==> config.mk <==
export PLATFORM = sky130hd
export DESIGN_NAME = ddr4_cmd_monitor
export DESIGN_NICKNAME = d
export VERILOG_FILES = /design/src/rtl/ddr4_mon_pkg.sv /design/src/rtl/ddr4_bank_tracker.sv /design/src/rtl/ddr4_cmd_monitor.sv
export SDC_FILE = /design/constraint.sdc
export NUM_CORES = 1
export LEC_CHECK = 0
export CORE_ASPECT_RATIO = 1.75
export CORE_MARGIN = 1.5
export CORE_UTILIZATION = 60
export DETAILED_ROUTE_END_ITERATION = 8
export PLACE_DENSITY_LB_ADDON = 0.12
export SLEW_MARGIN = 20
export SYNTH_ARGS = -nofsm -noshare
export SYNTH_HDL_FRONTEND = slang
export SYNTH_SLANG_ARGS = --single-unit
==> constraint.sdc <==
create_clock -name ddr_ck -period 18.2 [get_ports ddr_ck]
set_input_delay 1.82 -clock ddr_ck [delete_from_list [all_inputs] [get_ports ddr_ck]]
set_output_delay 1.82 -clock ddr_ck [all_outputs]
set_load 0.05 [all_outputs]
==> src/rtl/ddr4_mon_pkg.sv <==
`default_nettype none
// ============================================================================
// Module   : ddr4_mon_pkg
// Brief    : Shared command, bank-state and error-code definitions for the
//            DDR4 command monitor.
// Revision : 1.0 - initial release
// ============================================================================
package ddr4_mon_pkg;

    // Decoded command seen on the bus in one ddr_ck cycle
    typedef enum logic [3:0] {
        CMD_NONE = 4'd0,
        CMD_ACT  = 4'd1,
        CMD_MRS  = 4'd2,
        CMD_REF  = 4'd3,
        CMD_PRE  = 4'd4,
        CMD_PREA = 4'd5,
        CMD_WR   = 4'd6,
        CMD_RD   = 4'd7,
        CMD_ZQC  = 4'd8,
        CMD_NOP  = 4'd9,
        CMD_RSVD = 4'd10
    } cmd_e;

    // Per-bank open/closed state
    typedef enum logic [0:0] {
        BANK_IDLE   = 1'b0,
        BANK_ACTIVE = 1'b1
    } bank_state_e;

    // Error codes; a lower value wins when several fire in one cycle
    localparam logic [3:0] c_ERR_NONE      = 4'd0;
    localparam logic [3:0] c_ERR_MULTI_CS  = 4'd1;
    localparam logic [3:0] c_ERR_RSVD      = 4'd2;
    localparam logic [3:0] c_ERR_ACT_OPEN  = 4'd3;
    localparam logic [3:0] c_ERR_ACT_TRP   = 4'd4;
    localparam logic [3:0] c_ERR_RDWR_IDLE = 4'd5;
    localparam logic [3:0] c_ERR_RDWR_TRCD = 4'd6;
    localparam logic [3:0] c_ERR_PRE_TRAS  = 4'd7;
    localparam logic [3:0] c_ERR_REF_OPEN  = 4'd8;

    // Largest of three timing parameters, used to size the bank timers
    function automatic int max3(input int a, input int b, input int c);
        int m;
        m = (a > b) ? a : b;
        return (m > c) ? m : c;
    endfunction

endpackage
`default_nettype wire

==> src/rtl/ddr4_bank_tracker.sv <==
`default_nettype none
// ============================================================================
// Module   : ddr4_bank_tracker
// Brief    : Open/closed state and elapsed-time tracking for one DDR4 bank,
//            with the timing/state violation flags for that bank.
// Revision : 1.0 - initial release
// ============================================================================
module ddr4_bank_tracker
    import ddr4_mon_pkg::*;
#(
    parameter int T_RCD = 16,
    parameter int T_RP  = 16,
    parameter int T_RAS = 39,
    parameter int TMR_W = 7
) (
    input  logic clk,
    input  logic rst,
    input  logic i_act,
    input  logic i_pre,
    input  logic i_rdwr,
    input  logic i_auto_pre,
    output logic o_open,
    output logic o_err_act_open,
    output logic o_err_act_trp,
    output logic o_err_rdwr_idle,
    output logic o_err_rdwr_trcd,
    output logic o_err_pre_tras
);

    // The timer reads k-1 on the k-th edge after the last restart, so a
    // command k cycles after the event violates T when timer < T-1.
    localparam logic [TMR_W-1:0] c_RCD_LIM = TMR_W'(T_RCD - 1);
    localparam logic [TMR_W-1:0] c_RP_LIM  = TMR_W'(T_RP - 1);
    localparam logic [TMR_W-1:0] c_RAS_LIM = TMR_W'(T_RAS - 1);

    bank_state_e      r_state;
    logic [TMR_W-1:0] r_tmr;
    logic             w_active;

    assign w_active        = (r_state == BANK_ACTIVE);
    assign o_open          = w_active;
    assign o_err_act_open  = i_act  &  w_active;
    assign o_err_act_trp   = i_act  & ~w_active & (r_tmr < c_RP_LIM);
    assign o_err_rdwr_idle = i_rdwr & ~w_active;
    assign o_err_rdwr_trcd = i_rdwr &  w_active & (r_tmr < c_RCD_LIM);
    assign o_err_pre_tras  = i_pre  &  w_active & (r_tmr < c_RAS_LIM);

    // Bank state and saturating timer; PRE to an idle bank leaves the timer running
    always_ff @(posedge clk or posedge rst) begin
        if (rst) begin
            r_state <= BANK_IDLE;
            r_tmr   <= '1;
        end else if (i_act) begin
            r_state <= BANK_ACTIVE;
            r_tmr   <= '0;
        end else if ((i_pre && w_active) || (i_rdwr && i_auto_pre)) begin
            r_state <= BANK_IDLE;
            r_tmr   <= '0;
        end else if (r_tmr != '1) begin
            r_tmr <= r_tmr + TMR_W'(1);
        end
    end

endmodule
`default_nettype wire

==> src/rtl/ddr4_cmd_monitor.sv <==
`default_nettype none
// ============================================================================
// Module   : ddr4_cmd_monitor
// Brief    : Passive DDR4 command-bus monitor: decodes commands, tracks bank
//            state per rank/bank, flags protocol/timing errors and counts
//            ACT/RD/WR/REF commands.
// Revision : 1.0 - initial release
// ============================================================================
module ddr4_cmd_monitor
    import ddr4_mon_pkg::*;
#(
    parameter int NUM_RANKS = 1,
    parameter int T_RCD     = 16,
    parameter int T_RP      = 16,
    parameter int T_RAS     = 39,
    parameter int CNT_W     = 32
) (
    input  logic                    ddr_ck,
    input  logic                    ddr_rst,
    input  logic [NUM_RANKS-1:0]    ddr_csb,
    input  logic                    ddr_cke,
    input  logic                    ddr_actn,
    input  logic [1:0]              ddr_bg,
    input  logic [1:0]              ddr_ba,
    input  logic [17:0]             ddr_addr,
    input  logic                    mon_en,
    input  logic                    err_clr,
    output logic [NUM_RANKS*16-1:0] bank_open,
    output logic                    err_valid,
    output logic [3:0]              err_code,
    output logic [1:0]              err_rank,
    output logic [3:0]              err_bank,
    output logic [7:0]              err_sticky,
    output logic [CNT_W-1:0]        cnt_act,
    output logic [CNT_W-1:0]        cnt_rd,
    output logic [CNT_W-1:0]        cnt_wr,
    output logic [CNT_W-1:0]        cnt_ref
);

    localparam int NB    = NUM_RANKS * 16;
    localparam int TMR_W = $clog2(max3(T_RCD, T_RP, T_RAS)) + 1;

    logic [NUM_RANKS-1:0] w_csn_low;
    logic                 w_cmd_valid, w_multi_cs, w_upd;
    logic [1:0]           w_rank;
    logic [3:0]           w_bank_addr;
    cmd_e                 w_cmd;
    logic                 w_unused;

    logic [NB-1:0] w_open, w_rank_mask;
    logic [NB-1:0] w_e_act_open, w_e_act_trp, w_e_rdwr_idle, w_e_rdwr_trcd, w_e_pre_tras;
    logic [3:0]    w_tras_bank, w_err_code, w_err_bank;
    logic [7:0]    w_sticky_set;
    logic          w_err_ref_open;

    logic                 r_err_valid;
    logic [3:0]           r_err_code, r_err_bank;
    logic [1:0]           r_err_rank;
    logic [7:0]           r_err_sticky;
    logic [CNT_W-1:0]     r_cnt_act, r_cnt_rd, r_cnt_wr, r_cnt_ref;

    assign w_unused    = ^{ddr_addr[17], ddr_addr[13:11], ddr_addr[9:0]};
    assign w_csn_low   = ~ddr_csb;
    assign w_multi_cs  = |(w_csn_low & (w_csn_low - NUM_RANKS'(1)));
    assign w_cmd_valid = mon_en & ddr_cke & (|w_csn_low);
    assign w_upd       = w_cmd_valid & ~w_multi_cs;
    assign w_bank_addr = {ddr_bg, ddr_ba};

    // Addressed rank: lowest chip select driven low
    always_comb begin
        w_rank = 2'd0;
        for (int i = NUM_RANKS - 1; i >= 0; i--) begin
            if (!ddr_csb[i]) w_rank = 2'(i);
        end
    end

    // Command decode from ACT_n and the RAS_n/CAS_n/WE_n address pins
    always_comb begin
        w_cmd = CMD_NONE;
        if (w_cmd_valid) begin
            if (!ddr_actn) begin
                w_cmd = CMD_ACT;
            end else begin
                case (ddr_addr[16:14])
                    3'b000:  w_cmd = CMD_MRS;
                    3'b001:  w_cmd = CMD_REF;
                    3'b010:  w_cmd = ddr_addr[10] ? CMD_PREA : CMD_PRE;
                    3'b100:  w_cmd = CMD_WR;
                    3'b101:  w_cmd = CMD_RD;
                    3'b110:  w_cmd = CMD_ZQC;
                    3'b111:  w_cmd = CMD_NOP;
                    default: w_cmd = CMD_RSVD;
                endcase
            end
        end
    end

    for (genvar gi = 0; gi < NB; gi++) begin : g_bank
        localparam logic [1:0] c_RANK = 2'(gi / 16);
        localparam logic [3:0] c_IDX  = 4'(gi % 16);
        logic w_in_rank, w_hit;
        assign w_in_rank       = (w_rank == c_RANK);
        assign w_hit           = w_in_rank && (w_bank_addr == c_IDX);
        assign w_rank_mask[gi] = w_in_rank;

        ddr4_bank_tracker #(
            .T_RCD (T_RCD),
            .T_RP  (T_RP),
            .T_RAS (T_RAS),
            .TMR_W (TMR_W)
        ) u_trk (
            .clk             (ddr_ck),
            .rst             (ddr_rst),
            .i_act           (w_upd && (w_cmd == CMD_ACT) && w_hit),
            .i_pre           (w_upd && (((w_cmd == CMD_PRE) && w_hit) || ((w_cmd == CMD_PREA) && w_in_rank))),
            .i_rdwr          (w_upd && ((w_cmd == CMD_RD) || (w_cmd == CMD_WR)) && w_hit),
            .i_auto_pre      (ddr_addr[10]),
            .o_open          (w_open[gi]),
            .o_err_act_open  (w_e_act_open[gi]),
            .o_err_act_trp   (w_e_act_trp[gi]),
            .o_err_rdwr_idle (w_e_rdwr_idle[gi]),
            .o_err_rdwr_trcd (w_e_rdwr_trcd[gi]),
            .o_err_pre_tras  (w_e_pre_tras[gi])
        );
    end

    assign bank_open      = w_open;
    assign w_err_ref_open = w_upd && ((w_cmd == CMD_REF) || (w_cmd == CMD_MRS)) && (|(w_open & w_rank_mask));

    // Lowest bank index in violation of T_RAS (several can hit on PREA)
    always_comb begin
        w_tras_bank = 4'd0;
        for (int i = NB - 1; i >= 0; i--) begin
            if (w_e_pre_tras[i]) w_tras_bank = 4'(i % 16);
        end
    end

    // Priority encode: the lowest error code present this cycle is reported
    always_comb begin
        w_err_code = c_ERR_NONE;
        w_err_bank = w_bank_addr;
        if (w_cmd_valid && w_multi_cs)     w_err_code = c_ERR_MULTI_CS;
        else if (w_upd && (w_cmd == CMD_RSVD)) w_err_code = c_ERR_RSVD;
        else if (|w_e_act_open)            w_err_code = c_ERR_ACT_OPEN;
        else if (|w_e_act_trp)             w_err_code = c_ERR_ACT_TRP;
        else if (|w_e_rdwr_idle)           w_err_code = c_ERR_RDWR_IDLE;
        else if (|w_e_rdwr_trcd)           w_err_code = c_ERR_RDWR_TRCD;
        else if (|w_e_pre_tras) begin
            w_err_code = c_ERR_PRE_TRAS;
            w_err_bank = w_tras_bank;
        end else if (w_err_ref_open)       w_err_code = c_ERR_REF_OPEN;
    end

    assign w_sticky_set = (w_err_code == c_ERR_NONE) ? 8'h00 : (8'h01 << (w_err_code - 4'd1));

    // Error report registers; a same-cycle error overrides err_clr
    always_ff @(posedge ddr_ck or posedge ddr_rst) begin
        if (ddr_rst) begin
            r_err_valid  <= 1'b0;
            r_err_code   <= 4'd0;
            r_err_rank   <= 2'd0;
            r_err_bank   <= 4'd0;
            r_err_sticky <= 8'h00;
        end else begin
            r_err_valid <= (w_err_code != c_ERR_NONE);
            if (w_err_code != c_ERR_NONE) begin
                r_err_code <= w_err_code;
                r_err_rank <= w_rank;
                r_err_bank <= w_err_bank;
            end
            r_err_sticky <= (err_clr ? 8'h00 : r_err_sticky) | w_sticky_set;
        end
    end

    function automatic logic [CNT_W-1:0] sat_inc(input logic [CNT_W-1:0] v, input logic en);
        return (en && (v != '1)) ? v + CNT_W'(1) : v;
    endfunction

    // Saturating command counters; multi-CS cycles are not counted
    always_ff @(posedge ddr_ck or posedge ddr_rst) begin
        if (ddr_rst) begin
            r_cnt_act <= '0;
            r_cnt_rd  <= '0;
            r_cnt_wr  <= '0;
            r_cnt_ref <= '0;
        end else begin
            r_cnt_act <= sat_inc(r_cnt_act, w_upd && (w_cmd == CMD_ACT));
            r_cnt_rd  <= sat_inc(r_cnt_rd,  w_upd && (w_cmd == CMD_RD));
            r_cnt_wr  <= sat_inc(r_cnt_wr,  w_upd && (w_cmd == CMD_WR));
            r_cnt_ref <= sat_inc(r_cnt_ref, w_upd && (w_cmd == CMD_REF));
        end
    end

    assign err_valid  = r_err_valid;
    assign err_code   = r_err_code;
    assign err_rank   = r_err_rank;
    assign err_bank   = r_err_bank;
    assign err_sticky = r_err_sticky;
    assign cnt_act    = r_cnt_act;
    assign cnt_rd     = r_cnt_rd;
    assign cnt_wr     = r_cnt_wr;
    assign cnt_ref    = r_cnt_ref;

endmodule
`default_nettype wire

### Word-level counts from Yosys, hierarchy flattened

Index checks and enable logic that the tools add are counted.

| cells by class | value |
|---|---|
| $add $sub $neg | 22 |
| multiply operators | 0 |
| divide/modulo/power cells | 0 |
| order comparisons | 32 |
| equality and inequality tests | 49 |
| shift operators | 1 |
| mux-type cells | 117 |
| bitwise logic cells | 151 |
| reduce and logical (&&, ||, !) cells | 185 |

Operators by type and width:

| operator | number |
|---|---|
| two-way mux 7 bit | 48 |
| AND 1 bit | 132 |
| two-way mux 4 bit | 33 |
| adder 32 x 1 -> 32 bit (second input constant) | 4 |
| != test 32 bit (second input constant) | 4 |
| adder 7 x 1 -> 7 bit (second input constant) | 16 |
| less-than comparator 7 x 4 -> 1 bit (second input constant) | 16 |
| less-than comparator 7 x 6 -> 1 bit (second input constant) | 16 |
| != test 7 bit (second input constant) | 16 |
| logical AND 1 bit | 109 |
| OR reduction 16 bit | 6 |
| nonzero test 3 bit | 16 |
| equality test 4 bit (second input constant) | 9 |
| logical OR 1 bit | 34 |
| two-way mux 1 bit | 33 |
| equality test 4 x 3 -> 1 bit (second input constant) | 8 |
| nonzero test 2 bit | 16 |
| one-hot mux 4 bit (7 select lines) | 1 |
| inverter 1 bit | 18 |
| equality test 4 x 2 -> 1 bit (second input constant) | 4 |
| two-way mux 8 bit | 2 |
| equality test 3 bit (second input constant) | 4 |
| equality test 4 x 1 -> 1 bit (second input constant) | 2 |
| logical NOT 4 bit | 2 |
| 8 further kinds | 8 |

| word-level totals | value |
|---|---|
| bits in registers | 273 |
| bits in latches | 0 |
| bits in writable memories | 0 |
| ROM bits | 0 |
| bits of input ports | 29 |
| output and inout bits | 163 |
| logic and storage cells | 597 |
| memories | 0 |

### Logic depth before layout (Yosys ltp)

Gate-level depths: netlist of run 1.

| logic depth | value |
|---|---|
| depth after elaboration | 33 |
| depth in mapped cells | 11 |
| depth with buffers taken out | 8 |

### Hierarchy

Synthesis of run 1 repeated with hierarchy kept, for this count alone.

| second synthesis, totals | value |
|---|---|
| cells, all modules | 1611 |
| area, all modules | 15128.3 um^2 |

By module, submodules not included:

| module | instances | cells an instance | area an instance (um^2) | sequential area each (um^2) |
|---|---|---|---|---|
| ddr4_bank_tracker | 16 | 54 | 483.0 | 209.0 |
| ddr4_cmd_monitor | 1 | 747 | 7400.8 | 3628.5 |

### Least setup slack after synthesis of run 1

OpenSTA, ideal clock, no wires.

| timing path | value |
|---|---|
| path kind | input-to-reg |
| start | input ddr_addr[14] |
| end | register r_cnt_ref[29], in the netlist cnt_ref[29] |
| setup time | 142 ps |
| arrival | 4114 ps |
| data required time | 18058 ps |
| slack | 13944 ps |
| stages on the path | 11 |
| buffers on the path | 3 |
| path through | buf_6 > and4bb_4 > a211oi_4 > nor4_2 > and2_1 > or4b_1 > buf_2 > or2_1 > buf_2 > or3_4 > xnor2_2 |

| on the way | value |
|---|---|
| longest elaborated chain between the ends | 7 |
| elaborated cells on any way between the ends | 13 |
| those cells by class | 7 x eq/ne; 3 x mux; 3 x reduce/logical |

RTL lines:

| what | RTL line | source |
|---|---|---|
| from (decl) | ddr4_cmd_monitor.sv:25 | `input logic [17:0] ddr_addr,` |
| equality test 3 bit, or another cell as far along | ddr4_cmd_monitor.sv:84 | `case (ddr_addr[16:14])` |
| one-hot mux 4 bit (7 select lines) * | ddr4_cmd_monitor.sv:84 |  |
| two-way mux 4 bit * | ddr4_cmd_monitor.sv:81 | `if (!ddr_actn) begin` |
| two-way mux 4 bit * | ddr4_cmd_monitor.sv:80 | `if (w_cmd_valid) begin` |
| equality test 4 x 2 -> 1 bit * | ddr4_cmd_monitor.sv:190 | `r_cnt_ref <= sat_inc(r_cnt_ref, w_upd && (w_cmd == CMD_REF));` |
| logical AND 1 bit * | ddr4_cmd_monitor.sv:190 |  |
| logical AND 1 bit * | ddr4_cmd_monitor.sv:176 | `return (en && (v != '1)) ? v + CNT_W'(1) : v;` |
| to (signal assigned) | ddr4_cmd_monitor.sv:190 |  |
| to (decl) | ddr4_cmd_monitor.sv:60 | `logic [CNT_W-1:0] r_cnt_act, r_cnt_rd, r_cnt_wr, r_cnt_ref;` |

Every way passes the cells marked *; elsewhere a longest branch is shown, timed or not.
A chain may end at the register's enable or synchronous reset.

### Worst setup path in the final report of run 1

| timing path | value |
|---|---|
| start | input ddr_actn |
| end | register r_err_bank[0], in the netlist err_bank[0] |

| on the way | value |
|---|---|
| longest elaborated chain between the ends | 31 |
| elaborated cells on any way between the ends | 262 |
| those cells by class | 8 x eq/ne; 33 x mux; 128 x bitwise; 93 x reduce/logical |

RTL lines:

| what | RTL line | source |
|---|---|---|
| from (decl) | ddr4_cmd_monitor.sv:22 | `input logic ddr_actn,` |
| two-way mux 4 bit * | ddr4_cmd_monitor.sv:81 |  |
| two-way mux 4 bit * | ddr4_cmd_monitor.sv:80 |  |
| equality test 4 x 3 -> 1 bit | ddr4_cmd_monitor.sv:115 | `.i_pre (w_upd && (((w_cmd == CMD_PRE) && w_hit) \|\| ((w_cmd == CMD_PREA) && w_in_rank))),` |
| logical AND 1 bit | ddr4_cmd_monitor.sv:115 |  |
| logical OR 1 bit | ddr4_cmd_monitor.sv:115 |  |
| logical AND 1 bit | ddr4_cmd_monitor.sv:115 |  |
| AND 1 bit (2 in series) | ddr4_bank_tracker.sv:46 | `assign o_err_pre_tras = i_pre & w_active & (r_tmr < c_RAS_LIM);` |
| two-way mux 4 bit (16 in series) | ddr4_cmd_monitor.sv:134 | `if (w_e_pre_tras[i]) w_tras_bank = 4'(i % 16);` |
| two-way mux 4 bit | ddr4_cmd_monitor.sv:148 | `else if (\|w_e_pre_tras) begin` |
| two-way mux 4 bit | ddr4_cmd_monitor.sv:147 | `else if (\|w_e_rdwr_trcd) w_err_code = c_ERR_RDWR_TRCD;` |
| two-way mux 4 bit | ddr4_cmd_monitor.sv:146 | `else if (\|w_e_rdwr_idle) w_err_code = c_ERR_RDWR_IDLE;` |
| two-way mux 4 bit | ddr4_cmd_monitor.sv:145 | `else if (\|w_e_act_trp) w_err_code = c_ERR_ACT_TRP;` |
| two-way mux 4 bit | ddr4_cmd_monitor.sv:144 | `else if (\|w_e_act_open) w_err_code = c_ERR_ACT_OPEN;` |
| two-way mux 4 bit | ddr4_cmd_monitor.sv:143 | `else if (w_upd && (w_cmd == CMD_RSVD)) w_err_code = c_ERR_RSVD;` |
| two-way mux 4 bit | ddr4_cmd_monitor.sv:142 | `if (w_cmd_valid && w_multi_cs) w_err_code = c_ERR_MULTI_CS;` |
| to (signal assigned) | ddr4_cmd_monitor.sv:169 | `r_err_bank <= w_err_bank;` |
| to (decl) | ddr4_cmd_monitor.sv:57 | `logic [3:0] r_err_code, r_err_bank;` |

Marks and branches as above.

==> metrics.md, run 1 <==
| Metric | Value |
|---|---|
| Status | `finished clean` |
| CTS Buf Count | `27` |
| Hold Path Class | `register to register` |
| Postcts setup bufs | `0` |
| Max_cap viols | `0` |
| Cell Chain, Critical Path | `clkdlybuf4s50_1 > and4b_1 > nand3_1 > nor4bb_1 > o21ai_0 > a211o_1 > a31oi_1 > a2bb2oi_1 > o21ai_1` |
| Post-layout min period | `5760 ps` |
| ANT nets after route | `0` |
| Die width | `~120 um` |
| Cts repair resizes | `0` |
| Top-count cell post-synth | `nor2_1` |
| Main combinational cell family by area after synthesis | `simple AND/OR/NAND/NOR gates` |
| Largest cells by area after synthesis | `dfrtp_1, dfstp_2, xnor2_1, nor2_1, nand3_1` |
| Hold Vio Cnt, Final | `0` |
| Pre-CTS WS | `~12000 ps` |
| Routed wire per std cell | `19.9 um` |
| CTS Buffer Depth | `3` |
| Top FF cell, synth | `dfrtp_1` |
| Power per cell area | `approximately 120 nW/um^2` |
| H-tree depth | `1` |
| Vias | `12600` |
| Fill count | `1797` |
| Clock Tree Root | `clkbuf_16` |
| Pin count of the biggest net entering global routing | `139` |
| CTS tree | `built` |
| Worst-Margin Slew | `996 ps` |
| Top cells by count, synth | `nor2_1, dfrtp_1, nand2_1` |
| Vias in the first global route | `roughly 12000` |
| DRT Wirelength | `40.2 mm` |
| WHS | `478 ps` |
| Area growth, synth to finish | `19.3%` |
| DRC Markers | `0` |
| Fmax | `174 MHz` |
| # nets final | `1740` |
| Worst setup EP type | `register` |
| Unrepaired setup endpoints after global routing | `no` |
| Routability cong. | `0.960` |
| # rows | `between 70 and 80` |
| Final Max Tran Viols | `0` |
| Io pins | `192` |
| Yosys cell types | `79` |
| Mux share of post-synthesis cell area | `1.27%` |
| Setup TNS | `0 ps` |
| Top cell type's share of synthesized area | `27.3%` |
| Post-synth ARST share | `100%` |
| Clock-pin slew on the worst setup and hold paths | `70 ps` |
| Final Core Density | `73.3%` |
| XOR/XNOR Fraction of Synth Area | `between 10 and 15%` |
| First-pass DRT Iterations | `5` |
| Final Cycle Share | `31.7%` |
| Syn_area_per_cell | `9.60 sq um` |
| Final HPWL DP | `28.0 mm` |
| Synth Area in Adders | `around 1.7%` |
| Crit path max-delay family | `simple AND/OR/NAND/NOR gates` |
| Peak supply drop | `0.0000840 V` |
| Antenna violations before repair | `1` |
| Core Region | `between 20000 and 25000 sq um` |
| Worst clock skew | `10.7 ps` |
| Cell Area, Synth | `14800 sq um` |
| Post-synth top area cell | `dfrtp_1` |
| Initial core utilization | `roughly 60%` |
| Synth Area in Compound Gates | `9.51%` |
| Arrival time worst endpoint | `6200 ps` |
| Placed instance count | `1970` |
| ANT cells | `0` |
| Setup violators final | `0` |
| Grt ovf | `0` |
| YS warnings | `0` |
| Slowest CP cell | `nor4bb_1` |
| Post-synth EDFFs | `0` |
| Die Area | `between 20000 and 30000 sq um` |
| Tot GR Track Use | `31.8%` |
| Synth Area in Simple Gates | `27.2%` |
| Post-CTS Hold Fix Bufs | `0` |
| Critical path launch point type | `input pin` |
| I/O Buffers | `175` |
| Critical path buffer and inverter count | `1` |
| DR iter-0 viols | `870` |
| Slowest stage delay, CP | `between 1000 and 1500 ps` |
| Die Y-Extent | `about 210 um` |
| Crit path max fanout | `17` |
| WS Path Type | `input pin to register` |
| Global-route wire length before repair | `64.8 mm` |
| Worst skew pair latency | `approximately 550 ps` |
| Register area share after synthesis | `47.3%` |
| Slew HR | `32.7%` |
| Worst EP required | `18630 ps` |
| Layout Cells excl Fill | `between 2000 and 2500` |
| Clock sink count | `273` |
| Seq cells post-synth | `273` |
| LEAKAGE | `approximately 7.3 nW` |
| Final worst setup slack | `12440 ps` |
| Ratio of cells with drive above 1 in the final layout | `11.5%` |
| Post-synthesis cell count | `1536` |
| Routed vias/inst | `roughly 6.3` |
==> layout by cell type, fill, tap and decap left out, types with 6 or more instances in the layout <==
| master | synthesis | layout |
|---|---|---|
| xnor2_1 | 116 | 116 |
| nand4_1 | 96 | 96 |
| nor2_1 | 180 | 180 |
| nand2b_1 | 9 | 9 |
| and3_1 | 60 | 60 |
| nor4_1 | 16 | 16 |
| clkbuf_16 | 0 | 27 |
| dfrtp_1 | 161 | 161 |
| or4b_1 | 6 | 6 |
| and2_1 | 16 | 16 |
| mux2i_1 | 12 | 12 |
| and4_1 | 21 | 21 |
| buf_4 | 22 | 11 |
| o21ai_0 | 70 | 70 |
| nand4b_1 | 10 | 10 |
| clkbuf_8 | 0 | 7 |
| nor3_1 | 17 | 15 |
| a211oi_1 | 7 | 7 |
| nor4bb_1 | 6 | 6 |
| clkdlybuf4s50_1 | 0 | 175 |
| nand2_1 | 142 | 142 |
| nor2b_1 | 12 | 12 |
| a21oi_1 | 24 | 24 |
| nand3_1 | 126 | 126 |
| a31oi_1 | 14 | 14 |
| o2111ai_1 | 17 | 17 |
| xor2_1 | 52 | 52 |
| dfstp_2 | 112 | 112 |
| inv_1 | 25 | 24 |
| a211o_1 | 19 | 19 |
| ha_1 | 20 | 20 |
| o21ai_1 | 15 | 15 |
==> cell families after synthesis <==
kind of cell,after synthesis
simple gates,757
fa+ha+maj,20
compound gates,211
other cells,1
xor+xnor,169
mux,18
flops,273
buf+inv,87
==> metal layers <==
layer | share of wire, % | wire length, um | GRT usage, % | vias to the layer above
met5 | 0.035 | 14 | 0 | -
met4 | 6.1 | 2440 | 18.1 | 2
met3 | 6.1 | 2440 | 5.84 | 144
met2 | 51 | 20500 | 55.0 | 437
met1 | 37 | 14800 | 36.7 | 6191
li1 | - | - | - | 5849
==> flip-flops by register name, summed over array words and instances (netlist names) <==
name                 flops
g_bank.u_trk.r_tmr     112
cnt_wr                  32
cnt_act                 32
cnt_rd                  32
err_sticky               8
err_valid                1
err_bank                 4
cnt_ref                 32
err_code                 4
g_bank.u_trk.o_open     16
==> power by group <==
group	internal (mW)	total, mW	switching [mW]	leakage [nW]
registers	0.848	1.05	0.201	3.38
logic	0.233	0.550	0.316	3.47
clock network	0.358	0.600	0.242	0.470
==> final timing paths <==
check	startpoint	depth (start not counted)	slack (ps)	to
min in group asynchronous	ddr_rst	2	1920	cnt_rd[16]
max in group asynchronous	ddr_rst	3	14810	cnt_wr[4]
hold reg to reg	err_sticky[6]	1	480	err_sticky[6]
setup / recovery	ddr_actn	9	12440	err_bank[0]
setup reg to reg	g_bank[0].u_trk.r_tmr[2]	8	14800	err_bank[1]
hold / removal	err_sticky[6]	1	480	err_sticky[6]
==> stage by stage <==
stage	area (sq um)	power [mW]
after floorplan	14800	1.44
after global placement	16700	1.56
after detailed placement	16700	1.60
after CTS	17600	2.21
after global routing	17600	2.32
final	17600	2.20
==> worst register-to-register path, stage by stage, from the launching register on <==
cell	delay [ps]
dfstp_2	570
nand4_1	200
nand4_1	240
nand4_1	240
nor4_1	640
a31oi_1	430
nor4b_4	580
inv_2	80
mux2_1	320
==> area by class of cell <==
| class | instances | area, sq um | share of cell area [%] |
|---|---|---|---|
| Multi-Input combinational cell | 1177 | 7360 | 41.8 |
| Sequential cell | 273 | 6970 | 39.6 |
| Timing Repair Buffer | 186 | 1830 | 10.4 |
| Clock buffer | 38 | 787 | 4.47 |
| Tap cell | 308 | 385 | 2.19 |
| Clock inverter | 11 | 164 | 0.931 |
| Inverter | 26 | 105 | 0.597 |
Power figures use the tool's default switching activity.
==> run 2, diff against run 1 <==
- CORE_UTILIZATION: 60 -> 51
- clock period: 18.2 -> 5.23 ns (I/O delays scaled with it)
==> run 2 against run 1 <==
Critical path type unchanged; count of clock-buffer cells in the layout did not move; clock power rose to 3.7 times the previous value; sequential cell count did not move; via count fell by 1.3%; total power rose to 3.5 times the previous value; setup slack got worse by 11000 ps; largest cell class unchanged; clock skew rose by 1.4 ps.
==> metrics.md, run 2 (synthesis results as in run 1) <==
| Metric | Value |
|---|---|
| Setup violators final | `0 (unchanged)` |
| Global-route wire length before repair | `64.5 mm (was 64.8 mm)` |
| Final HPWL DP | `29.0 mm (was 28.0 mm)` |
| Worst EP required | `5670 ps (was 18630 ps)` |
| Worst setup EP type | `register (unchanged)` |
| Slew HR | `30.2% (was 32.7%)` |
| End point of the critical path | `err_bank[1] (was err_bank[0])` |
| Pre-CTS WS | `921 ps (was 12290 ps)` |
| Most common cell after layout, fill and taps aside | `nor2_1 (unchanged)` |
| Fmax | `~260 MHz` |
| Logic pwr share | `24.6% (was 25.0%)` |
| Critical path launch point type | `input pin (unchanged)` |
| Biggest register | `g_bank.u_trk.r_tmr (unchanged)` |
| Grt ovf | `0 (unchanged)` |
| Peak supply drop | `0.000262 V (was 0.0000840 V)` |
| Worst skew pair latency | `560 ps (was 550 ps)` |
| Clock-pin slew on the worst setup and hold paths | `70 ps (about the same)` |
| Commonest cells after routing, fill and taps aside | `nor2_1, clkdlybuf4s50_1, dfrtp_1, nand2_1, nand3_1 (unchanged)` |
| Cell Chain, Critical Path | `clkdlybuf4s50_1 > buf_4 > or4b_1 > o22ai_1 > a2111o_1 > o21ai_0 > and4_1 > nor4b_4 > inv_2 > mux2_1 (was clkdlybuf4s50_1 > and4b_1 > nand3_1 > nor4bb_1 > o21ai_0 > a211o_1 > a31oi_1 > a2bb2oi_1 > o21ai_1)` |
| CTS Buffer Depth | `3 (unchanged)` |
| Reg2Reg Setup Slack | `2020 ps (was 14800 ps)` |
| P_int | `5.07 mW (was 1.44 mW)` |
| H-tree depth | `1 (unchanged)` |
| DRT Wirelength | `40.5 mm (was 40.2 mm)` |
| First-pass DRT Iterations | `5 (unchanged)` |
| Seq pwr share | `47.1% (was 47.7%)` |
| Slowest CP cell | `clkdlybuf4s50_1 (was nor4bb_1)` |
| Die Area | `30000 sq um (was 25600 sq um)` |
| Routability cong. | `1.01 (was 0.960)` |
| ANT cells | `0 (unchanged)` |
| Slowest stage delay, CP | `1030 ps (was 1020 ps)` |
| Arrival time worst endpoint | `4260 ps (was 6200 ps)` |
| Antenna violations before repair | `0 (was 1)` |
| Unrepaired setup endpoints after global routing | `no (unchanged)` |
| Final instance area | `17900 sq um (was 17600 sq um)` |
| CTS tree | `built (unchanged)` |
| Initial core utilization | `51.7% (was 61.4%)` |
| Vias | `12500 (was 12600)` |
| Clock sink count | `273 (unchanged)` |
| Final Max Tran Viols | `0 (unchanged)` |
| Pin count of the biggest net entering global routing | `166 (was 139)` |
| Final Cycle Share | `73.0%` |
| Tot GR Track Use | `26.6% (was 31.8%)` |
| Core Region | `28500 sq um (was 24000 sq um)` |
| Power per cell area | `433 nW/um^2 (was 125 nW/um^2)` |
| Hold_sp | `err_code[3] (was err_sticky[6])` |
| DRC Markers | `0 (unchanged)` |
| Ratio of cells with drive above 1 in the final layout | `12.1% (was 11.5%)` |
| LEAKAGE | `7.40 nW (was 7.32 nW)` |
| Postcts setup bufs | `0 (unchanged)` |
| Reg2reg end | `err_bank[1] (unchanged)` |
| Clock group share of total power | `28.3% (was 27.3%)` |
| Total power | `7.74 mW (was 2.20 mW)` |
| Layout Cells excl Fill | `2105 (was 2019)` |
| RR Startpoint | `g_bank[7].u_trk.r_tmr[2] (was g_bank[0].u_trk.r_tmr[2])` |
| Hold Vio Cnt, Final | `0 (unchanged)` |
| ANT nets after route | `0 (unchanged)` |
| Dpl cell area | `16900 sq um (was 16700 sq um)` |
| # nets final | `1754 (was 1740)` |
| FF-to-FF path depth | `8 (unchanged)` |
| Setup TNS | `0 ps (unchanged)` |
| Max_cap viols | `0 (unchanged)` |
| Io pins | `192 (unchanged)` |
| Cts repair resizes | `0 (unchanged)` |
| Net Switching | `2.68 mW (was 0.759 mW)` |
| Area growth, synth to finish | `21.1% (was 19.3%)` |
| Worst-Margin Slew | `1050 ps (was 996 ps)` |
| Die width | `132 um (was 122 um)` |
| Vias in the first global route | `12200 (was 12400)` |
| Routed vias/inst | `5.92 (was 6.25)` |
| Hold Path Class | `register to register (unchanged)` |
| Placed instance count | `2053 (was 1970)` |
| Clock Tree Root | `clkbuf_16 (unchanged)` |
| Post-CTS Hold Fix Bufs | `0 (unchanged)` |
| CP Launch Point | `ddr_bg[1] (was ddr_actn)` |
| DR iter-0 viols | `742 (was 870)` |
| WS Path Type | `input pin to register (unchanged)` |
| Largest register FFs | `112 (unchanged)` |
| Post-layout min period | `3820 ps` |
| Worst clock skew | `12.2 ps (was 10.7 ps)` |
| Crit path max fanout | `19 (was 17)` |
| Hold Crit Depth | `2 (was 1)` |
| Final worst setup slack | `1410 ps (was 12440 ps)` |
| # rows | `82 (was 75)` |
| Status | `finished clean (unchanged)` |
| Switch share | `34.6% (was 34.5%)` |
| Die Y-Extent | `228 um (was 210 um)` |
| CTS Buf Count | `28 (was 27)` |
| Routed wire per std cell | `19.2 um (was 19.9 um)` |
| I/O Buffers | `175 (unchanged)` |
[run 2: changes by cell type in the layout (fill, tap and decap cells not counted), sizes merged]
cell      delta
buf         +13
clkinvlp     +2
bufinv       +1
clkinv       +1
inv          -1
[run 2: cell type report]
class                   count  area [sq um]
repair buffers            199          1960
inverters                  26           101
clock inverters            14           219
multi-input cells        1177          7360
clock buffers              38           779
fillers                  2493         10700
flip-flops and latches    273          6970
well taps                 378           473
[run 2: metrics by stage]
stage | hold slack, ps | utilization [%]
final | 490 | 62.6
after global routing | 505 | 62.6
after detailed placement | 476 | 59.1
after CTS | 492 | 62.6
after global placement | 472 | 59.1
after floorplan | 474 | -
[run 2: per-layer routing]
layer / track usage (%) / up-vias / wire [um]
met5: 0 / - / 0
met3: 4.69 / 135 / 2130
li1: - / 5882 / -
met2: 46.7 / 381 / 20400
met4: 16.9 / 0 / 2710
met1: 29.5 / 6061 / 15300
[run 2: worst min-delay path by stage]
| stage | to | slack [ps] |
|---|---|---|
| after floorplan | g_bank[10].u_trk.r_tmr[1] | 470 |
| after global placement | err_code[3] | 470 |
| after detailed placement | err_code[3] | 480 |
| after CTS | cnt_rd[9] | 490 |
| after global routing | cnt_rd[9] | 500 |
| final | err_code[3] | 490 |
[run 2: power by group through the flow]
stage | logic [mW] | registers [mW] | clock network [mW]
floorplan | 1.36 | 3.64 | 0
global placement | 1.84 | 3.64 | 0
detailed placement | 1.91 | 3.66 | 0
CTS | 1.93 | 3.64 | 2.23
global route | 2.16 | 3.75 | 2.31
finish | 1.91 | 3.65 | 2.19
[run 2: worst max-delay path, delay by kind of cell]
kind	cells	cell delay (ps)
muxes	1	330
buffers and inverters	3	1410
AOI/OAI and AO/OA	3	940
and+or+nand+nor	3	1040
